==> src/rtl/n64_poll_sequencer.sv <==
// N64 controller poll sequencer: transmits the command byte plus stop bit on an
// open-drain line, decodes the 32-bit reply, and schedules periodic or on-demand polls.
module n64_poll_sequencer #(
    parameter int unsigned CLK_PER_US     = 100,
    parameter int unsigned POLL_PERIOD_US = 16667,
    parameter int unsigned TIMEOUT_US     = 64,
    parameter logic [7:0]  CMD            = 8'h01
) (
    input  logic        PCLK,
    input  logic        PRESET,
    input  logic        enable,
    input  logic        poll_now,
    input  logic        line_in,
    output logic        line_oe,
    output logic        busy,
    output logic [31:0] buttons,
    output logic        buttons_valid,
    output logic        timeout_err,
    output logic [15:0] poll_count
);
    localparam int unsigned PERIOD_CYC  = POLL_PERIOD_US * CLK_PER_US;
    localparam int unsigned TIMEOUT_CYC = TIMEOUT_US * CLK_PER_US;
    localparam int          PW          = $clog2(PERIOD_CYC);
    localparam int          TW          = $clog2(3 * CLK_PER_US + 1);
    localparam int          OW          = $clog2(TIMEOUT_CYC + 1);

    localparam logic [PW-1:0] PERIOD_LAST = PW'(PERIOD_CYC - 1);
    localparam logic [TW-1:0] ONE_US_LAST = TW'(CLK_PER_US - 1);
    localparam logic [TW-1:0] TWO_US_LAST = TW'(2 * CLK_PER_US - 1);
    localparam logic [TW-1:0] THR_US_LAST = TW'(3 * CLK_PER_US - 1);
    localparam logic [OW-1:0] TIMEOUT_LAST = OW'(TIMEOUT_CYC - 1);

    typedef enum logic [2:0] {
        IDLE, TX_LOW, TX_HIGH, TX_STOP, RX_FALL, RX_SAMPLE, RX_RISE
    } state_t;

    state_t        state_q, state_d;
    logic [2:0]    bitIdx_q, bitIdx_d;
    logic [TW-1:0] timer_q, timer_d;
    logic [OW-1:0] timeout_q, timeout_d;
    logic [31:0]   rxShift_q, rxShift_d;
    logic [5:0]    rxCount_q, rxCount_d;
    logic [31:0]   buttons_q, buttons_d;
    logic          valid_q, valid_d;
    logic          tErr_q, tErr_d;
    logic [15:0]   pollCnt_q, pollCnt_d;
    logic [PW-1:0] periodCnt_q;
    logic          pending_q;
    logic          lineMeta_q, lineS_q, lineP_q;
    logic          start;
    logic          periodWrap;
    logic          curBit;

    assign periodWrap = enable && (periodCnt_q == PERIOD_LAST);
    assign curBit     = CMD[bitIdx_q];

    // Line idles high through the pull-up, so the synchroniser resets to 1 to avoid a false fall.
    always_ff @(posedge PCLK) begin
        if (PRESET) begin
            lineMeta_q  <= 1'b1;
            lineS_q     <= 1'b1;
            lineP_q     <= 1'b1;
            periodCnt_q <= '0;
            pending_q   <= 1'b0;
        end else begin
            lineMeta_q <= line_in;
            lineS_q    <= lineMeta_q;
            lineP_q    <= lineS_q;
            if (!enable || periodWrap) periodCnt_q <= '0;
            else                       periodCnt_q <= periodCnt_q + 1'b1;
            if (start)                      pending_q <= 1'b0;
            else if (poll_now || periodWrap) pending_q <= 1'b1;
        end
    end

    always_comb begin
        state_d   = state_q;
        bitIdx_d  = bitIdx_q;
        timer_d   = timer_q;
        timeout_d = timeout_q;
        rxShift_d = rxShift_q;
        rxCount_d = rxCount_q;
        buttons_d = buttons_q;
        valid_d   = 1'b0;
        tErr_d    = 1'b0;
        pollCnt_d = pollCnt_q;
        start     = 1'b0;
        unique case (state_q)
            IDLE: begin
                if (pending_q) begin
                    start    = 1'b1;
                    bitIdx_d = 3'd7;
                    timer_d  = '0;
                    state_d  = TX_LOW;
                end
            end
            TX_LOW: begin
                if (timer_q == (curBit ? ONE_US_LAST : THR_US_LAST)) begin
                    timer_d = '0;
                    state_d = TX_HIGH;
                end else begin
                    timer_d = timer_q + 1'b1;
                end
            end
            TX_HIGH: begin
                if (timer_q == (curBit ? THR_US_LAST : ONE_US_LAST)) begin
                    timer_d = '0;
                    if (bitIdx_q != 3'd0) begin
                        bitIdx_d = bitIdx_q - 3'd1;
                        state_d  = TX_LOW;
                    end else begin
                        state_d = TX_STOP;
                    end
                end else begin
                    timer_d = timer_q + 1'b1;
                end
            end
            TX_STOP: begin
                if (timer_q == ONE_US_LAST) begin
                    timer_d   = '0;
                    timeout_d = '0;
                    rxCount_d = '0;
                    state_d   = RX_FALL;
                end else begin
                    timer_d = timer_q + 1'b1;
                end
            end
            // Requiring a high-then-low pair skips the tail of our own stop bit still in the synchroniser.
            RX_FALL: begin
                timeout_d = timeout_q + 1'b1;
                if (timeout_q == TIMEOUT_LAST) begin
                    tErr_d  = 1'b1;
                    state_d = IDLE;
                end else if (lineP_q && !lineS_q) begin
                    timer_d = '0;
                    state_d = RX_SAMPLE;
                end
            end
            RX_SAMPLE: begin
                if (timer_q == TWO_US_LAST) begin
                    rxShift_d = {rxShift_q[30:0], lineS_q};
                    rxCount_d = rxCount_q + 6'd1;
                    if (rxCount_q == 6'd31) begin
                        buttons_d = {rxShift_q[30:0], lineS_q};
                        valid_d   = 1'b1;
                        pollCnt_d = pollCnt_q + 16'd1;
                        state_d   = IDLE;
                    end else begin
                        state_d = RX_RISE;
                    end
                end else begin
                    timer_d = timer_q + 1'b1;
                end
            end
            RX_RISE: begin
                timeout_d = timeout_q + 1'b1;
                if (timeout_q == TIMEOUT_LAST) begin
                    tErr_d  = 1'b1;
                    state_d = IDLE;
                end else if (lineS_q) begin
                    timeout_d = '0;
                    state_d   = RX_FALL;
                end
            end
            default: state_d = IDLE;
        endcase
    end

    always_ff @(posedge PCLK) begin
        if (PRESET) begin
            state_q   <= IDLE;
            bitIdx_q  <= 3'd7;
            timer_q   <= '0;
            timeout_q <= '0;
            rxShift_q <= '0;
            rxCount_q <= '0;
            buttons_q <= '0;
            valid_q   <= 1'b0;
            tErr_q    <= 1'b0;
            pollCnt_q <= '0;
        end else begin
            state_q   <= state_d;
            bitIdx_q  <= bitIdx_d;
            timer_q   <= timer_d;
            timeout_q <= timeout_d;
            rxShift_q <= rxShift_d;
            rxCount_q <= rxCount_d;
            buttons_q <= buttons_d;
            valid_q   <= valid_d;
            tErr_q    <= tErr_d;
            pollCnt_q <= pollCnt_d;
        end
    end

    assign line_oe       = (state_q == TX_LOW) || (state_q == TX_STOP);
    assign busy          = (state_q != IDLE);
    assign buttons       = buttons_q;
    assign buttons_valid = valid_q;
    assign timeout_err   = tErr_q;
    assign poll_count    = pollCnt_q;
endmodule

==> config.mk <==
export PLATFORM = sky130hd
export DESIGN_NAME = n64_poll_sequencer
export DESIGN_NICKNAME = d
export VERILOG_FILES = /design/src/rtl/n64_poll_sequencer.sv
export SDC_FILE = /design/constraint.sdc
export NUM_CORES = 1
export LEC_CHECK = 0
export CORE_UTILIZATION = 43
export CTS_BUF_LIST = sky130_fd_sc_hd__clkbuf_4
export CTS_CLUSTER_DIAMETER = 50
export DETAILED_ROUTE_END_ITERATION = 6
export GPL_TIMING_DRIVEN = 1
export PLACE_DENSITY = 0.7
export SYNTH_ARGS = -nofsm -noshare
export SYNTH_HDL_FRONTEND = slang
export SYNTH_SLANG_ARGS = --single-unit
==> constraint.sdc <==
create_clock -name PCLK -period 2.3 [get_ports PCLK]
set_clock_uncertainty 0.05 [all_clocks]
set_input_delay 0.23 -clock PCLK [delete_from_list [all_inputs] [get_ports PCLK]]
set_output_delay 0.23 -clock PCLK [all_outputs]
set_load 0.05 [all_outputs]
==> impl_metrics.tcl, run 1 <==
set metrics [dict create \
    netlist_instances 736 \
    arrival_ns 2.60 \
    cts_buffers 17 \
    setup_ws_ns 0.0745 \
    path_cells "or4b_1 -> or4_4 -> o311ai_2 -> nand4_4 -> a311oi_1 -> a211oi_1" \
    p_per_area_nw_per_um2 696 \
    wire_per_inst_um 12.5 \
    synth-compound-area-share_pct 11.0 \
    status "finished clean" \
    finalSetupViolCount 0 \
    drtIter0Drc 385 \
    antenna_found_initial 1 \
    synth-seq-cells 141 \
    hold-worst-slack_ns 0.170 \
    rows 42 \
    synthXorXnorAreaFrac_pct 7.89 \
    critPathBufInv 0 \
    min_path_type "input port to register" \
    io_buffers 56 \
    worst_pin_slew_ns 0.622 \
    placed_cell_area_um2 6830 \
    syn_avg_cell_area_um2 8.15 \
    rsz0062_at_grt "yes" \
    first_pass_iters 5 \
    rr_worst_depth 6 \
    dp_hpwl_mm 8.47 \
    insertion_delay_ns 0.55 \
    worstPathRequired_ns 2.67 \
    grt_max_degree 102 \
    max_stage_delay_ns 0.49 \
    p_leak_nw 2.37 \
    relSlewSlack_pct 58.1 \
    muxShareOfSynthArea_pct 0.167 \
    grt_pass1_wl_mm 21.3 \
    post-route-period-util_pct 96.8 \
    wirelength_mm 12.4 \
    stdcell_area_um2 7180 \
    whs_path_depth 3 \
    syn_nets 748 \
    synth_fa_ha_area_share_pct 1.46 \
    root_buffer "clkbuf_4" \
    ys_warn_count 0 \
    clkTransAtPathRegs_ns 0.12 \
    vias_per_cell 5.18 \
    synth_simple_gate_area_share_pct 29.0 \
    hold_violations 0 \
    min_period_ns 2.23 \
    cts_buffer_depth 2 \
    synth.yosys.seq_area_share_pct 47.1 \
    num_vias 5124 \
    max-vdd-ir-drop_mv 0.316 \
    start_util_pct 44.8 \
    total_power_mw 4.99 \
    clock-sinks 141 \
    cts_tree "yes" \
    first_global_vias 4798 \
    slowest_stage "or4_4" \
    drc 0 \
    synth_edf_count 0 \
    track_usage_pct 18.1 \
    drive_gt1_share_pct 10.5 \
    die_y_um 120 \
    yosys.cell_types.count 55 \
    path_class "register to register" \
    overflow 0 \
    cts_setup_buffers 0 \
    fmax_mhz 449 \
    synth_ff_type "dfxtp_1" \
    async_flop_share_pct 0 \
    final_antenna_net_count 0 \
    chipWidth_um 120 \
    area_delta_synth_final_pct 19.7 \
    synth_area_um2 6000 \
    nets 811 \
    end_kind "register" \
    synth_top_family_by_area "simple AND/OR/NAND/NOR gates" \
    die-area_um2 14400 \
    dp_slack_ns -0.00836 \
    io_pins 57 \
    drv_slew 0 \
    nFillCells 1239 \
    critPathTopFamily "simple AND/OR/NAND/NOR gates" \
    drv_cap 0 \
    htreeDepth 4 \
    cp_max_fo 6 \
    place.gp.congestion 0.865 \
    core_area_um2 13400 \
    cp_num_cells 6 \
    start_kind "register" \
]
## routing by layer
metal | up-vias | global-route usage, % | wire [µm]
li1 | 2615 | - | -
met2 | 96 | 30.1 | 6030
met4 | 0 | 9.22 | 236
met1 | 2398 | 22.0 | 5690
met5 | - | 0 | 0
met3 | 15 | 3.66 | 396
## cells by family after synthesis
family	Yosys count
AOI/OAI and AO/OA	109
xor gates and xnor gates	54
adders and majority gates	7
buffers and inverters	52
DFF	141
muxes	1
and+or+nand+nor	372
## layout make-up
| class | instances | area [µm²] | area share [%] |
|---|---|---|---|
| Tap cell | 176 | 220 | 3.07 |
| Antenna cell | 1 | 2.50 | 0.0349 |
| Clock buffer | 17 | 128 | 1.78 |
| Clock inverter | 15 | 188 | 2.62 |
| Sequential cell | 141 | 2830 | 39.4 |
| Multi-Input combinational cell | 543 | 2990 | 41.7 |
| Timing Repair Buffer | 82 | 771 | 10.7 |
| Inverter | 14 | 52.6 | 0.732 |
## layout by cell type (no fill, tap or decap), types with 3 or more instances in the layout
master and instances:
clkbuf_4 17, clkdlybuf4s50_1 53, bufinv_16 3, inv_1 13
a211oi_1 4, xnor2_1 29, a311oi_1 5, nor2_1 84
nor4b_1 4, nor3b_1 4, dfxtp_1 139, nand3_1 28
nor3_1 9, ha_1 6, clkinv_2 3, clkinv_4 4
nor4_1 8, xor2_1 25, buf_4 26, and3_1 8
o21ai_0 7, and2_1 4, and4_1 3, nand4_1 17
or3_1 3, nor2b_1 5, a21oi_1 76, nand2_1 171
or2_2 6
## power by group
group	switching (mW)	internal (mW)	leakage [nW]
clock network	0.948	0.774	0.170
logic	0.472	0.270	1.06
registers	0.0390	2.49	1.14
## final timing paths
kind                                            startpoint                      end  slack (ns)
worst min-delay path                                PRESET  state_q[0]$_SDFFE_PP0P_        0.17
worst max register to register  timeout_q[10]$_SDFFE_PP0P_  state_q[2]$_SDFFE_PP0P_        0.07
worst max-delay path            timeout_q[10]$_SDFFE_PP0P_  state_q[2]$_SDFFE_PP0P_        0.07
worst min register to register       lineMeta_q$_SDFF_PP1_       lineS_q$_SDFF_PP1_        0.38
## worst reg2reg max path: stages (launching register included)
cell and delay, ns:
dfxtp_1 0.38, or4b_1 0.48, or4_4 0.49, o311ai_2 0.13
nand4_4 0.17, a311oi_1 0.33, a211oi_1 0.10
## cell usage after synthesis (all sizes together) (2+ instances only)
library cell,count,area (µm²)
a211oi,5,42.5
a21oi,77,385
a311oi,5,43.8
a31oi,2,27.5
a41o,2,20.0
and2,4,25.0
and3,8,50.1
and4,3,26.3
and4bb,2,25.0
buf,5,30.0
clkbuf,33,125
dfxtp,141,2820
ha,7,87.6
inv,13,48.8
nand2,171,642
nand2b,2,12.5
nand3,28,140
nand3b,2,27.5
nand4,18,128
nor2,84,315
nor2b,5,31.3
nor3,9,45.0
nor3b,4,30.0
nor4,8,50.1
nor4b,6,52.6
o21ai,8,40.0
o21bai,3,26.3
or2,6,37.5
or3,3,18.8
or3b,2,17.5
or4,2,15.0
xnor2,29,254
xor2,25,219
## metrics by stage
stage | setup TNS (ns) | cells | utilization [%]
2_1_floorplan | 0 | 736 | -
3_3_place_gp | 0 | 956 | 51.0
3_5_place_dp | -0.00836 | 956 | 51.0
4_1_cts | 0 | 988 | 53.4
5_1_grt | -0.00369 | 989 | 53.5
6_report | 0 | 989 | 53.5
## flip-flops by register name, indices dropped and copies added, names as in the netlist, 3 cells and up
register	cells
bitIdx_q	3
timeout_q	13
rxShift_q	31
rxCount_q	6
poll_count	16
timer_q	9
state_q	3
periodCnt_q	21
buttons	32
## what timing repair did
| item | in CTS | in global routing |
|---|---|---|
| hold buffers | 0 | 0 |
| gates resized for setup | 1 | 7 |
| setup endpoints to repair | 2 | 28 |
| pin swaps | 0 | 2 |
Note: power is estimated with default switching activity, not from simulation.
==> run 2: changes to the inputs <==
--- a/config.mk
+++ b/config.mk
@@ -6,4 +6,5 @@
 export NUM_CORES = 1
 export LEC_CHECK = 0
+export CAP_MARGIN = 40
 export CORE_UTILIZATION = 43
 export CTS_BUF_LIST = sky130_fd_sc_hd__clkbuf_4
==> constraint.sdc (replaced) <==
create_clock -name PCLK -period 2.3 [get_ports PCLK]
set_clock_uncertainty 0.05 [all_clocks]
set_input_delay 0.46 -clock PCLK [delete_from_list [all_inputs] [get_ports PCLK]]
set_output_delay 0.46 -clock PCLK [all_outputs]
set_load 0.05 [all_outputs]
==> run 2 against run 1 <==
Net effect: worst setup slack got worse by 0.010 ns; cell area increased by 1.3%; clock power increased by 4%; sequential share of layout area decreased by 0.52 points; die area unchanged; cell count increased by 0.10%; register-to-register slack about the same; sequential cell count unchanged.
==> impl_metrics.tcl, run 2 (same netlist as run 1, synthesis figures left out) <==
set metrics [dict create \
    status "finished clean" \
    worst_pin_slew_ns 0.927 \
    p_clk_share_pct 34.9 \
    drv_cap 0 \
    largest_register_ffs 32 \
    cts_buffers 17 \
    p_sw_mw 1.43 \
    drive_gt1_share_pct 10.7 \
    end_kind "register" \
    mostFrequentLayoutCell "nand2_1" \
    die-area_um2 14400 \
    drtIter0Drc 357 \
    antenna_found_initial 1 \
    htreeDepth 4 \
    power_switching_share_pct 27.8 \
    post-route-period-util_pct 97.2 \
    relSlewSlack_pct 37.6 \
    drc 0 \
    drv_slew 0 \
    grt_max_degree 102 \
    r2r_start "timer_q[1]$_SDFFE_PP0P_" \
    place.gp.congestion 0.883 \
    total_power_mw 5.15 \
    hold_violations 0 \
    wire_per_inst_um 12.9 \
    rr_worst_depth 7 \
    dp_hpwl_mm 8.56 \
    chipWidth_um 120 \
    nets 813 \
    start_kind "register" \
    min_path_type "register to register" \
    p_leak_nw 2.79 \
    whs_path_depth 1 \
    p_per_area_nw_per_um2 708 \
    core_area_um2 13400 \
    first_pass_iters 4 \
    final_antenna_net_count 0 \
    arrival_ns 2.67 \
    io_buffers 56 \
    insertion_delay_ns 0.56 \
    p_int_mw 3.72 \
    path_cells "ha_2 -> nand4bb_1 -> or4_1 -> a21oi_2 -> nand3_1 -> or3_1 -> a21oi_1" \
    path_class "register to register" \
    wirelength_mm 12.7 \
    rows 42 \
    min_period_ns 2.24 \
    cts_tree "yes" \
    root_buffer "clkbuf_4" \
    cp_max_fo 5 \
    num_vias 5113 \
    whs_endpoint "lineS_q$_SDFF_PP1_" \
    die_y_um 120 \
    worstHoldStart "lineMeta_q$_SDFF_PP1_" \
    rrSetupSlack_ns 0.06 \
    seqPwrFrac_pct 49.1 \
    fmax_mhz 447 \
    track_usage_pct 18.3 \
    max_stage_delay_ns 0.47 \
    worstPathRequired_ns 2.73 \
    dp.cells 958 \
    cts_buffer_depth 2 \
    final_cells 990 \
    cts_setup_buffers 0 \
    io_pins 57 \
    slowest_stage "or4_1" \
    vias_per_cell 5.16 \
    r2r-end "rxCount_q[5]$_SDFFE_PP0P_" \
    clock-sinks 141 \
    area_delta_synth_final_pct 21.2 \
    finalSetupViolCount 0 \
    max-vdd-ir-drop_mv 0.331 \
    overflow 0 \
    grt_pass1_wl_mm 21.3 \
    combPwrFrac_pct 16.0 \
    first_global_vias 4684 \
    clkTransAtPathRegs_ns 0.12 \
    final_cell_mix "171 x nand2_1, 141 x dfxtp_1, 82 x nor2_1, 75 x a21oi_1, 29 x xnor2_1" \
    start_util_pct 44.8 \
]
==> run 2: cell types whose count changed in the layout (fill, tap and decap cells not counted), moves of 3 or more <==
cell / previous run / this run
clkdlybuf4s50_1: 53 / 20
dlygate4sd2_1: 0 / 15
clkinv_4: 4 / 0
clkinv_2: 3 / 0
clkbuf_4: 17 / 21
dlymetal6s2s_1: 0 / 18
==> run 2: per-layer routing <==
layer | GRT usage (%) | wire [µm] | vias up
met4 | 8.36 | 292 | 0
met1 | 21.8 | 5820 | 2392
met5 | 0 | 0 | -
li1 | - | - | 2615
met2 | 30.5 | 6210 | 83
met3 | 4.85 | 407 | 23
==> run 2: what timing repair did <==
item | in CTS | in global routing
pin swaps | 1 | 0
hold buffers | 0 | 0
setup endpoints to repair | 18 | 41
resized for setup | 17 | 28
==> run 2: power by group through the flow <==
stage          clock network, mW  registers, mW  logic (mW)
2_1_floorplan                  0           2.58       0.520
3_3_place_gp                   0           2.58       0.756
3_5_place_dp                   0           2.58       0.789
4_1_cts                     1.85           2.53       0.792
5_1_grt                     1.96           2.53       0.886
6_report                    1.79           2.53       0.824
==> run 2: worst max-delay path by stage <==
stage	start	slack (ns)	cells after the start	end
detailed placement	timer_q[1]$_SDFFE_PP0P_	-0.07	7	bitIdx_q[2]$_SDFFE_PP1N_
floorplan	state_q[0]$_SDFFE_PP0P_	0.05	7	state_q[2]$_SDFFE_PP0P_
finish	timer_q[1]$_SDFFE_PP0P_	0.06	7	rxCount_q[5]$_SDFFE_PP0P_
global placement	timeout_q[8]$_SDFFE_PP0P_	0.09	5	timer_q[1]$_SDFFE_PP0P_
global route	timer_q[1]$_SDFFE_PP0P_	-0.04	8	poll_count[15]$_SDFFE_PP0P_
CTS	buttons[31]$_SDFFE_PP0P_	0.001	1	buttons[31]
==> run 2: area by class of cell <==
type / instances / area [µm²]
clock inverter: 10 / 164
inverter: 14 / 52.6
antenna: 1 / 2.50
multi-input combinational: 543 / 3010
fill: 1221 / 6130
clock buffer: 21 / 158
tap: 176 / 220
sequential: 141 / 2820
timing repair buffer: 84 / 837
==> run 2: critical path: cells and delay by family (launching register included) <==
kind | cells | cell delay (ns)
and+or+nand+nor | 4 | 1.12
DFF | 1 | 0.42
AOI/OAI and AO/OA | 2 | 0.33
adders and majority gates | 1 | 0.25
==> run 2: metrics by stage <==
stage                     instance area (µm²)  utilization [%]  TNS, ns  setup slack, ns  hold slack [ns]
after floorplan                          6000                -        0           0.0470            0.339
after global placement                   6870             51.3        0           0.0904            0.357
after detailed placement                 6870             51.3  -0.0692          -0.0692            0.348
after CTS                                7180             53.6        0          0.00128            0.341
after global routing                     7270             54.2  -0.0552          -0.0362            0.340
final                                    7270             54.2        0           0.0643            0.365
==> run 3: changes to the inputs <==
Settings changed: HOLD_SLACK_MARGIN from default to 0.08.
==> results of run 3 <==
No change in the layout: final DEF, timing and power equal those of run 2.
